$ cat config.mk
export PLATFORM = sky130hd
export DESIGN_NAME = ball_rom_arbiter
export DESIGN_NICKNAME = d
export VERILOG_FILES = /design/src/rtl/ball_rom_arbiter.sv
export SDC_FILE = /design/constraint.sdc
export NUM_CORES = 1
export LEC_CHECK = 0
export ABC_AREA = 1
export BUFFER_PORTS_ARGS = -buffer_cell sky130_fd_sc_hd__buf_4
export CORE_MARGIN = 2
export CORE_UTILIZATION = 25
export CTS_BUF_LIST = sky130_fd_sc_hd__clkbuf_16
export DETAILED_ROUTE_END_ITERATION = 16
export SETUP_SLACK_MARGIN = 0.15
export SLEW_MARGIN = 20
export SYNTH_ARGS = -nofsm -noshare
export SYNTH_HDL_FRONTEND = slang
export SYNTH_SLANG_ARGS = --single-unit
$ cat constraint.sdc
create_clock -name Clk -period 15.1 [get_ports Clk]
set_input_delay 3.02 -clock Clk [delete_from_list [all_inputs] [get_ports Clk]]
set_output_delay 3.02 -clock Clk [all_outputs]
set_load 0.03 [all_outputs]
$ cat src/rtl/ball_rom_arbiter.sv
// Round-robin arbiter sharing one ball sprite ROM; maps (size, dx, dy) to a linear address. Optional macro BALL_ARB_PRIO0_EN: req[0] always wins.
// Latency: capture edge E -> rsp_valid after edge E+1; one lookup per cycle at full throughput.
// Backpressure: rsp_valid & !rsp_ready holds s2, holds s1 when valid, and suppresses ack.
module ball_rom_arbiter #(
    parameter int N_REQ   = 4,
    parameter int COORD_W = 5,
    localparam int ID_W   = $clog2(N_REQ)
) (
    input  logic                     Clk,
    input  logic                     Reset_n,
    input  logic [N_REQ-1:0]         req,
    input  logic [2*N_REQ-1:0]       req_size,
    input  logic [COORD_W*N_REQ-1:0] req_dx,
    input  logic [COORD_W*N_REQ-1:0] req_dy,
    output logic [N_REQ-1:0]         ack,
    output logic [18:0]              rom_addr,
    output logic [1:0]               rom_size,
    input  logic [3:0]               rom_data,
    output logic                     rsp_valid,
    input  logic                     rsp_ready,
    output logic [ID_W-1:0]          rsp_id,
    output logic [3:0]               rsp_data,
    output logic                     rsp_oob
);

`ifdef BALL_ARB_PRIO0_EN
    localparam logic [ID_W-1:0] RR_RST = ID_W'(1);
`else
    localparam logic [ID_W-1:0] RR_RST = '0;
`endif

    logic [ID_W-1:0]    rr_ptr;
    logic               s1_valid;
    logic [18:0]        s1_addr;
    logic [1:0]         s1_size;
    logic [ID_W-1:0]    s1_id;
    logic               s1_oob;

    logic [1:0]         size_a [N_REQ];
    logic [COORD_W-1:0] dx_a   [N_REQ];
    logic [COORD_W-1:0] dy_a   [N_REQ];

    for (genvar g = 0; g < N_REQ; g++) begin : g_unpack
        assign size_a[g] = req_size[2*g +: 2];
        assign dx_a[g]   = req_dx[COORD_W*g +: COORD_W];
        assign dy_a[g]   = req_dy[COORD_W*g +: COORD_W];
    end

    // Wrap base+k back into the range lo..N_REQ-1.
    function automatic logic [ID_W-1:0] rr_idx(input logic [ID_W-1:0] base, input int k, input int lo);
        int v;
        v = int'(base) + k;
        if (v >= N_REQ) v = v - N_REQ + lo;
        return ID_W'(v);
    endfunction

    logic            gnt_any;
    logic [ID_W-1:0] gnt_id;

    always_comb begin
        gnt_any = 1'b0;
        gnt_id  = '0;
`ifdef BALL_ARB_PRIO0_EN
        if (req[0]) gnt_any = 1'b1;
        for (int k = 0; k < N_REQ-1; k++) begin
            if (!gnt_any && req[rr_idx(rr_ptr, k, 1)]) begin
                gnt_any = 1'b1;
                gnt_id  = rr_idx(rr_ptr, k, 1);
            end
        end
`else
        for (int k = 0; k < N_REQ; k++) begin
            if (!gnt_any && req[rr_idx(rr_ptr, k, 0)]) begin
                gnt_any = 1'b1;
                gnt_id  = rr_idx(rr_ptr, k, 0);
            end
        end
`endif
    end

    logic [ID_W-1:0] next_rr;

    always_comb begin
`ifdef BALL_ARB_PRIO0_EN
        if (gnt_id == '0)                       next_rr = rr_ptr;
        else if (gnt_id == ID_W'(N_REQ-1))      next_rr = ID_W'(1);
        else                                    next_rr = gnt_id + ID_W'(1);
`else
        if (gnt_id == ID_W'(N_REQ-1))           next_rr = '0;
        else                                    next_rr = gnt_id + ID_W'(1);
`endif
    end

    logic [1:0]         sel_size;
    logic [COORD_W-1:0] sel_dx, sel_dy;
    logic [4:0]         diam;
    logic               lk_oob;
    logic [18:0]        lk_addr;

    assign sel_size = size_a[gnt_id];
    assign sel_dx   = dx_a[gnt_id];
    assign sel_dy   = dy_a[gnt_id];

    always_comb begin
        case (sel_size)
            2'd0:    diam = 5'd10;
            2'd1:    diam = 5'd20;
            default: diam = 5'd30;
        endcase
    end

    assign lk_oob  = (int'(sel_dx) >= int'(diam)) || (int'(sel_dy) >= int'(diam));
    assign lk_addr = lk_oob ? 19'd0 : 19'(sel_dy) * 19'(diam) + 19'(sel_dx);

    logic s2_free, s1_adv, s1_load;

    assign s2_free = !rsp_valid || rsp_ready;
    assign s1_adv  = s1_valid && s2_free;
    assign s1_load = Reset_n && gnt_any && (!s1_valid || s1_adv);

    always_comb begin
        ack = '0;
        if (s1_load) ack[gnt_id] = 1'b1;
    end

    assign rom_addr = s1_addr;
    assign rom_size = s1_size;

    always_ff @(posedge Clk or negedge Reset_n) begin
        if (!Reset_n) begin
            rr_ptr   <= RR_RST;
            s1_valid <= 1'b0;
            s1_addr  <= '0;
            s1_size  <= '0;
            s1_id    <= '0;
            s1_oob   <= 1'b0;
        end else if (s1_load) begin
            rr_ptr   <= next_rr;
            s1_valid <= 1'b1;
            s1_addr  <= lk_addr;
            s1_size  <= (sel_size == 2'd3) ? 2'd2 : sel_size;
            s1_id    <= gnt_id;
            s1_oob   <= lk_oob;
        end else if (s1_adv) begin
            s1_valid <= 1'b0;
        end
    end

    always_ff @(posedge Clk or negedge Reset_n) begin
        if (!Reset_n) begin
            rsp_valid <= 1'b0;
            rsp_id    <= '0;
            rsp_data  <= '0;
            rsp_oob   <= 1'b0;
        end else if (s1_adv) begin
            rsp_valid <= 1'b1;
            rsp_id    <= s1_id;
            rsp_data  <= s1_oob ? 4'd0 : rom_data;
            rsp_oob   <= s1_oob;
        end else if (rsp_ready) begin
            rsp_valid <= 1'b0;
        end
    end

endmodule
==> key figures, run 1 <==
Clocking
  – CTS buffer count: 3
  – Root Driver: clkbuf_16
  – Clock transition at the registers of the reported paths: 0.07 ns
  – Clk_lat worst skew: 0.26 ns
  – H-tree depth: 1
  – Post-CTS setup buffers: 0
  – Post_cts resized: 0
  – # hold bufs at CTS: 0
  – CTS tree: done
  – Max clock buf depth: 2
  – Sink Count: 27

Layout
  – Antenna cells: 0
  – Final-layout fill cell count: 1,265
  – Share of cells above drive strength 1: roughly a quarter
  – Area growth from synthesis to layout: 25.09%
  – # nets final: 600

STA
  – Worst-margin pin slew: 0.7817 ns
  – RSZ-0062 raised after global routing: no
  – Worst clock skew: between 0.003 and 0.004 ns
  – Setup violations, final: 0
  – Setup Total Neg Slack: 0 ns
  – Tcrit/Tclk final: between 50 and 60%
  – Min cycle time layout: 8.396 ns
  – Max Clk Rate: between 100 and 150 MHz
  – Max-Slew Margin vs Limit: approximately 48%
  – Final hold vios: 0
  – Slew Viols, Final: 0

Setup path
  – Type of the worst setup path: input pin to flip-flop
  – Setup slack, reg-to-reg: roughly 8.9 ns
  – Family with the most delay on the worst path: simple AND/OR/NAND/NOR gates
  – Worst R2R Start: rr_ptr[0]$_DFFE_PN0P_
  – CP Depth: 28
  – Most frequent CP cell: inv_1
  – CP startpoint: req[3]
  – Worst Path Required: approximately 15 ns
  – CP endpoint: rom_addr[9]$_DFFE_PN0P_
  – Setup crit end kind: flip-flop
  – Setup crit start kind: input pin
  – RR Endpoint: rom_addr[9]$_DFFE_PN0P_
  – Data arrival, critical path: 8.58 ns
  – CP Buf/Inv Count: 7
  – Max stage delay on crit path: 0.59 ns
  – CP max FO: 21
  – R2R depth: 28
  – Slowest cell on the critical path: nand2_1

Yosys
  – Ys Warns: 0
  – Synth unique cells: 38
  – Sequential-to-total area share from yosys stat: 22.07%
  – Syn_area_per_cell: 7.272 µm²
  – Top FF cell, synth: dfrtp_1
  – EDFF count, synth: 0
  – Flop and latch count out of synthesis: 27
  – Synth async-reset ratio: 100.0%
  – Synth Instances: 421
  – Synth Cell Area: 3062 µm²

Route
  – DR vias/cell: ~4.4
  – DR DRC count: 0
  – Routed wire length: 7.264 mm
  – First-pass DRT Iterations: 4
  – Routed wire per std cell: 11.30 µm
  – Post-route ant nets: 0
  – First-iteration detailed-routing DRC count: between 70 and 80
  – Via count: 2,834

Global route
  – GR peak layer: met2
  – Global-route met3 utilization: 0.5823%
  – Grt met1 use: around 15%
  – Initial antenna violation count: 0
  – Total grt overflow: 0
  – Vias in the first global route: about 2,900
  – First-pass GRT wire length: around 13 mm
  – GR Layer Usage met2: 20.32%
  – Largest net degree at the start of global routing: 33
  – GRT Overall Usage: 11.48%

Hold path
  – Hold crit path type: flip-flop to flip-flop

Floorplan
  – # IOs: 92
  – Core area: approximately 12,000 µm²
  – Initial core utilization: 25.60%
  – Die Width: 114.7 µm
  – Row cnt: 40
  – Die area: 13,150 µm²
  – Die extent in y: 114.7 µm

Placed design
  – Dpl hpwl: 6.049 mm
  – IO buf count: 83
  – GP Congestion: 0.8209

Run
  – Max Cap Violations: 0

Outcome
  – Status: finished clean
[worst min-delay path by stage]
stage / startpoint / end / cells past startpoint
detailed placement: s1_id[1]$_DFFE_PN0P_ / rsp_id[1]$_DFFE_PN0P_ / 2
global placement: s1_valid$_DFFE_PN0P_ / rsp_valid$_DFFE_PN0P_ / 2
floorplan: s1_id[0]$_DFFE_PN0P_ / rsp_id[0]$_DFFE_PN0P_ / 2
finish: s1_id[1]$_DFFE_PN0P_ / rsp_id[1]$_DFFE_PN0P_ / 2
global route: rom_addr[2]$_DFFE_PN0P_ / rom_addr[2]$_DFFE_PN0P_ / 2
CTS: s1_id[1]$_DFFE_PN0P_ / rsp_id[1]$_DFFE_PN0P_ / 2
[per-stage QoR]
step | instance area, µm² | cells | worst slack (ns) | hold WS (ns) | utilization, %
after global placement | 3751 | 639 | 6.581 | 0.4553 | 31.36
after CTS | 3830 | 643 | 6.711 | 0.4850 | 32.02
final | 3830 | 643 | 6.704 | 0.4803 | 32.02
after detailed placement | 3751 | 639 | 6.450 | 0.4671 | 31.36
after floorplan | 3088 | 428 | 7.367 | 0.4422 | -
after global routing | 3830 | 643 | 6.059 | 0.5111 | 32.02
[cell type report]
cell class,count,area [µm²],area share (%)
multi-input combinational,299,1947,50.83
sequential,27,675.6,17.64
timing repair buffer,84,630.6,16.47
inverter,82,314.1,8.200
tap,147,183.9,4.802
clock buffer,3,75.07,1.960
clock inverter,1,3.754,0.09801
[cell families (layout without fill, tap and decap cells)]
kind of cell	Yosys count	count (layout)	synth area share (%)
adder cells (fa/ha/maj)	44	44	20.43
AO/OA/AOI/OAI	52	52	11.57
flip-flops	27	27	22.07
AND/OR/NAND/NOR	193	193	30.04
buffers and inverters	102	170	15.20
XOR/XNOR	2	2	0.5722
other	1	8	0.1225
[worst reg2reg max path, delay by kind of cell, from the launching register on]
family | cells | cell delay [ns]
DFF | 1 | 0.62
xor gates and xnor gates | 1 | 0.14
buffers and inverters | 7 | 0.91
AOI/OAI and AO/OA | 3 | 0.35
adders and majority gates | 4 | 1.97
and+or+nand+nor | 13 | 2.16
[metal layers]
layer	vias to the layer above	share of wire (%)	routed length (µm)
li1	1458	-	-
met1	1286	47	3394
met2	80	48	3468
met3	10	4.0	288
met4	0	1.5	112
met5	-	0	0
[registers in the layout (all words and copies together), names as in the netlist]
signal / flops
rsp_valid: 1
rom_addr: 11
rsp_id: 2
rr_ptr: 2
rom_size: 2
s1_oob: 1
rsp_data: 4
s1_id: 2
rsp_oob: 1
s1_valid: 1
[synthesized netlist by cell type (all sizes together) (3+ instances only)]
cell,n,area share (%)
a21oi,16,3.0
a22o,4,1.1
a32oi,4,1.1
buf,18,4.7
dfrtp,27,22
fa,10,6.5
ha,34,14
inv,81,10
nand2,127,18
nand3,33,7.0
nand4,9,1.8
nor2,19,2.6
o21ai,22,4.6
or2,3,0.61
[cells in the final DEF, fill, tap and decap left out, drive strengths merged]
cell type and n:
nand2 127, ha 34, a21boi 1, nand3b 1, nor2 19, clkinv 1, a21oi 16, a32o 1
nand4 9, or2 3, xor2 2, a22o 4, inv 82, dfrtp 27, clkbuf 3, fa 10
o21ai 22, a32oi 4, buf 84, nand3 33, conb 8, o211ai 2, and2 1, a21o 1
o21bai 1
Power of run 1 is left out: the tool's default activity adds up to more than one toggle a clock period on the data nets, which glitch-free logic cannot reach.
==> run 2: changes to the inputs <==
clock period = 8 ns   (was 15.1 ns; I/O delays follow)
==> run 2 against run 1 <==
Net effect:
- non-clock buffer count is 1 higher
- flip-flop and latch count unchanged
- global-route usage about the same
- critical path depth shrank 1
- final area up 0.23%
- largest cell class unchanged
- highest routed layer unchanged
==> key figures, run 2 (same netlist as run 1, synthesis figures left out) <==
Layout
  – Final core occ: 32.09% (+0.073 points)
  – Commonest non-fill, non-tap cell in the layout: nand2_1
  – Antenna cells: 0 (unchanged)
  – Area growth from synthesis to layout: 25.38%
  – Share of cells above drive strength 1: 26.96% (+0.35 points)
  – # nets final: 601 (+0.17%)
  – Max reg flops: 11 (unchanged)
  – Commonest non-fill, non-tap cells in the layout: nand2_1 (111), buf_4 (85), inv_1 (76)

Clocking
  – Clock transition at the registers of the reported paths: 0.07 ns (about the same)
  – Post-CTS setup buffers: 0 (unchanged)
  – H-tree depth: 1 (unchanged)
  – CTS tree: done
  – Max clock buf depth: 2 (unchanged)
  – Sink Count: 27 (unchanged)
  – Clk_lat worst skew: 0.26 ns (about the same)
  – Post_cts resized: 0 (unchanged)
  – CTS buffer count: 3 (unchanged)
  – # hold bufs at CTS: 0 (unchanged)
  – Root Driver: clkbuf_16

STA
  – Max Clk Rate: 147.0 MHz
  – RSZ-0062 raised after global routing: no
  – Setup Total Neg Slack: 0 ns (unchanged)
  – Max-Slew Margin vs Limit: 66.48% (+19 points)
  – Slew Viols, Final: 0 (unchanged)
  – Worst clock skew: 0.004152 ns (+0.0001590 ns)
  – Final hold vios: 0 (unchanged)
  – Min cycle time layout: 6.803 ns
  – Worst-margin pin slew: 0.5023 ns (-0.2794 ns)
  – WHS: 0.4771 ns (-0.003151 ns)
  – Tcrit/Tclk final: 85.04%
  – Setup violations, final: 0 (unchanged)

Setup path
  – Type of the worst setup path: input pin to flip-flop
  – Worst Path Required: 8.18 ns (-7.10 ns)
  – Setup crit start kind: input pin
  – CP max FO: 32 (+52%)
  – Data arrival, critical path: 6.98 ns (-1.60 ns)
  – Setup crit end kind: flip-flop

Floorplan
  – Row cnt: 40 (unchanged)
  – Core area: 11,960 µm² (unchanged)
  – Die area: 13,150 µm² (unchanged)
  – Initial core utilization: 25.60% (unchanged)
  – # IOs: 92 (unchanged)
  – Die Width: 114.7 µm (unchanged)
  – Die extent in y: 114.7 µm (unchanged)

Global route
  – GRT Overall Usage: 11.51% (+0.030 points)
  – Total grt overflow: 0 (unchanged)
  – Largest net degree at the start of global routing: 33 (unchanged)
  – First-pass GRT wire length: 12.55 mm (-1.3%)
  – Initial antenna violation count: 0 (unchanged)
  – Vias in the first global route: 2,773 (-4.2%)

Hold path
  – Hold crit path type: flip-flop to flip-flop

Route
  – DR vias/cell: 4.495 (+2.0%)
  – Routed wire length: 7.556 mm (+4.0%)
  – Routed wire per std cell: 11.73 µm (+3.9%)
  – Via count: 2,895 (+2.2%)
  – DR DRC count: 0 (unchanged)
  – Post-route ant nets: 0 (unchanged)
  – First-pass DRT Iterations: 4 (unchanged)
  – First-iteration detailed-routing DRC count: 208 (+190%)

Placed design
  – IO buf count: 83 (unchanged)
  – Dpl hpwl: 6.262 mm (+3.5%)
  – GP Congestion: 0.8178 (-0.38%)

Outcome
  – Status: finished clean

Run
  – Max Cap Violations: 0 (unchanged)
run 2: changes by cell type in the layout (fill, tap and decap cells not counted), sizes merged:
cell	delta
inv	-1
buf	+1
clkinv	+1
run 2: final timing paths:
| check | slack [ns] | startpoint | depth (start not counted) | endpoint |
|---|---|---|---|---|
| max in group asynchronous | 6.48 | Reset_n | 1 | rom_addr[3]$_DFFE_PN0P_ |
| max reg2reg | 1.99 | rr_ptr[0]$_DFFE_PN0P_ | 27 | rom_addr[9]$_DFFE_PN0P_ |
| min in group asynchronous | 1.25 | Reset_n | 1 | rsp_id[0]$_DFFE_PN0P_ |
| min | 0.48 | s1_valid$_DFFE_PN0P_ | 2 | rsp_valid$_DFFE_PN0P_ |
| max | 1.20 | req[3] | 27 | rom_addr[9]$_DFFE_PN0P_ |
| min reg2reg | 0.48 | s1_valid$_DFFE_PN0P_ | 2 | rsp_valid$_DFFE_PN0P_ |
run 2: cell type report:
cell class / instances / area, µm²
clock inverters: 1 / 5.005
flip-flops and latches: 27 / 675.6
multi-input cells: 299 / 1947
clock buffers: 3 / 75.07
repair buffers: 85 / 638.1
inverters: 82 / 314.1
well taps: 147 / 183.9
fillers: 1279 / 8123
run 2: critical path, stage by stage:
cell,delay (ns)
buf_4,0.11
inv_1,0.06
nand2_1,0.06
nand3_1,0.14
nand2_2,0.10
nor2_4,0.15
nand3_2,0.24
nand3_4,0.40
inv_2,0.22
or2_2,0.32
o211ai_1,0.13
nand2_1,0.12
ha_1,0.22
inv_1,0.09
fa_1,0.41
fa_1,0.51
fa_1,0.54
inv_1,0.07
fa_1,0.45
nand3_1,0.08
and2_1,0.14
inv_1,0.06
a21oi_1,0.11
o21ai_0,0.10
xor2_1,0.14
or2_2,0.28
o21ai_2,0.12
run 2: per-stage QoR:
step | std cells | cell area [µm²] | setup WS [ns]
after CTS | 644 | 3839 | 1.198
after detailed placement | 640 | 3759 | 0.9414
final | 644 | 3839 | 1.197
after global placement | 640 | 3759 | 1.102
after global routing | 644 | 3839 | 0.7171
after floorplan | 428 | 3088 | 1.732
run 2: metal layers:
layer  wire length, µm  GRT usage [%]
met1              3405          14.89
met2              3757          20.99
met3               334         0.6353
met4                59          2.602
met5                 0              0
Power of run 2 is left out for the same reason.
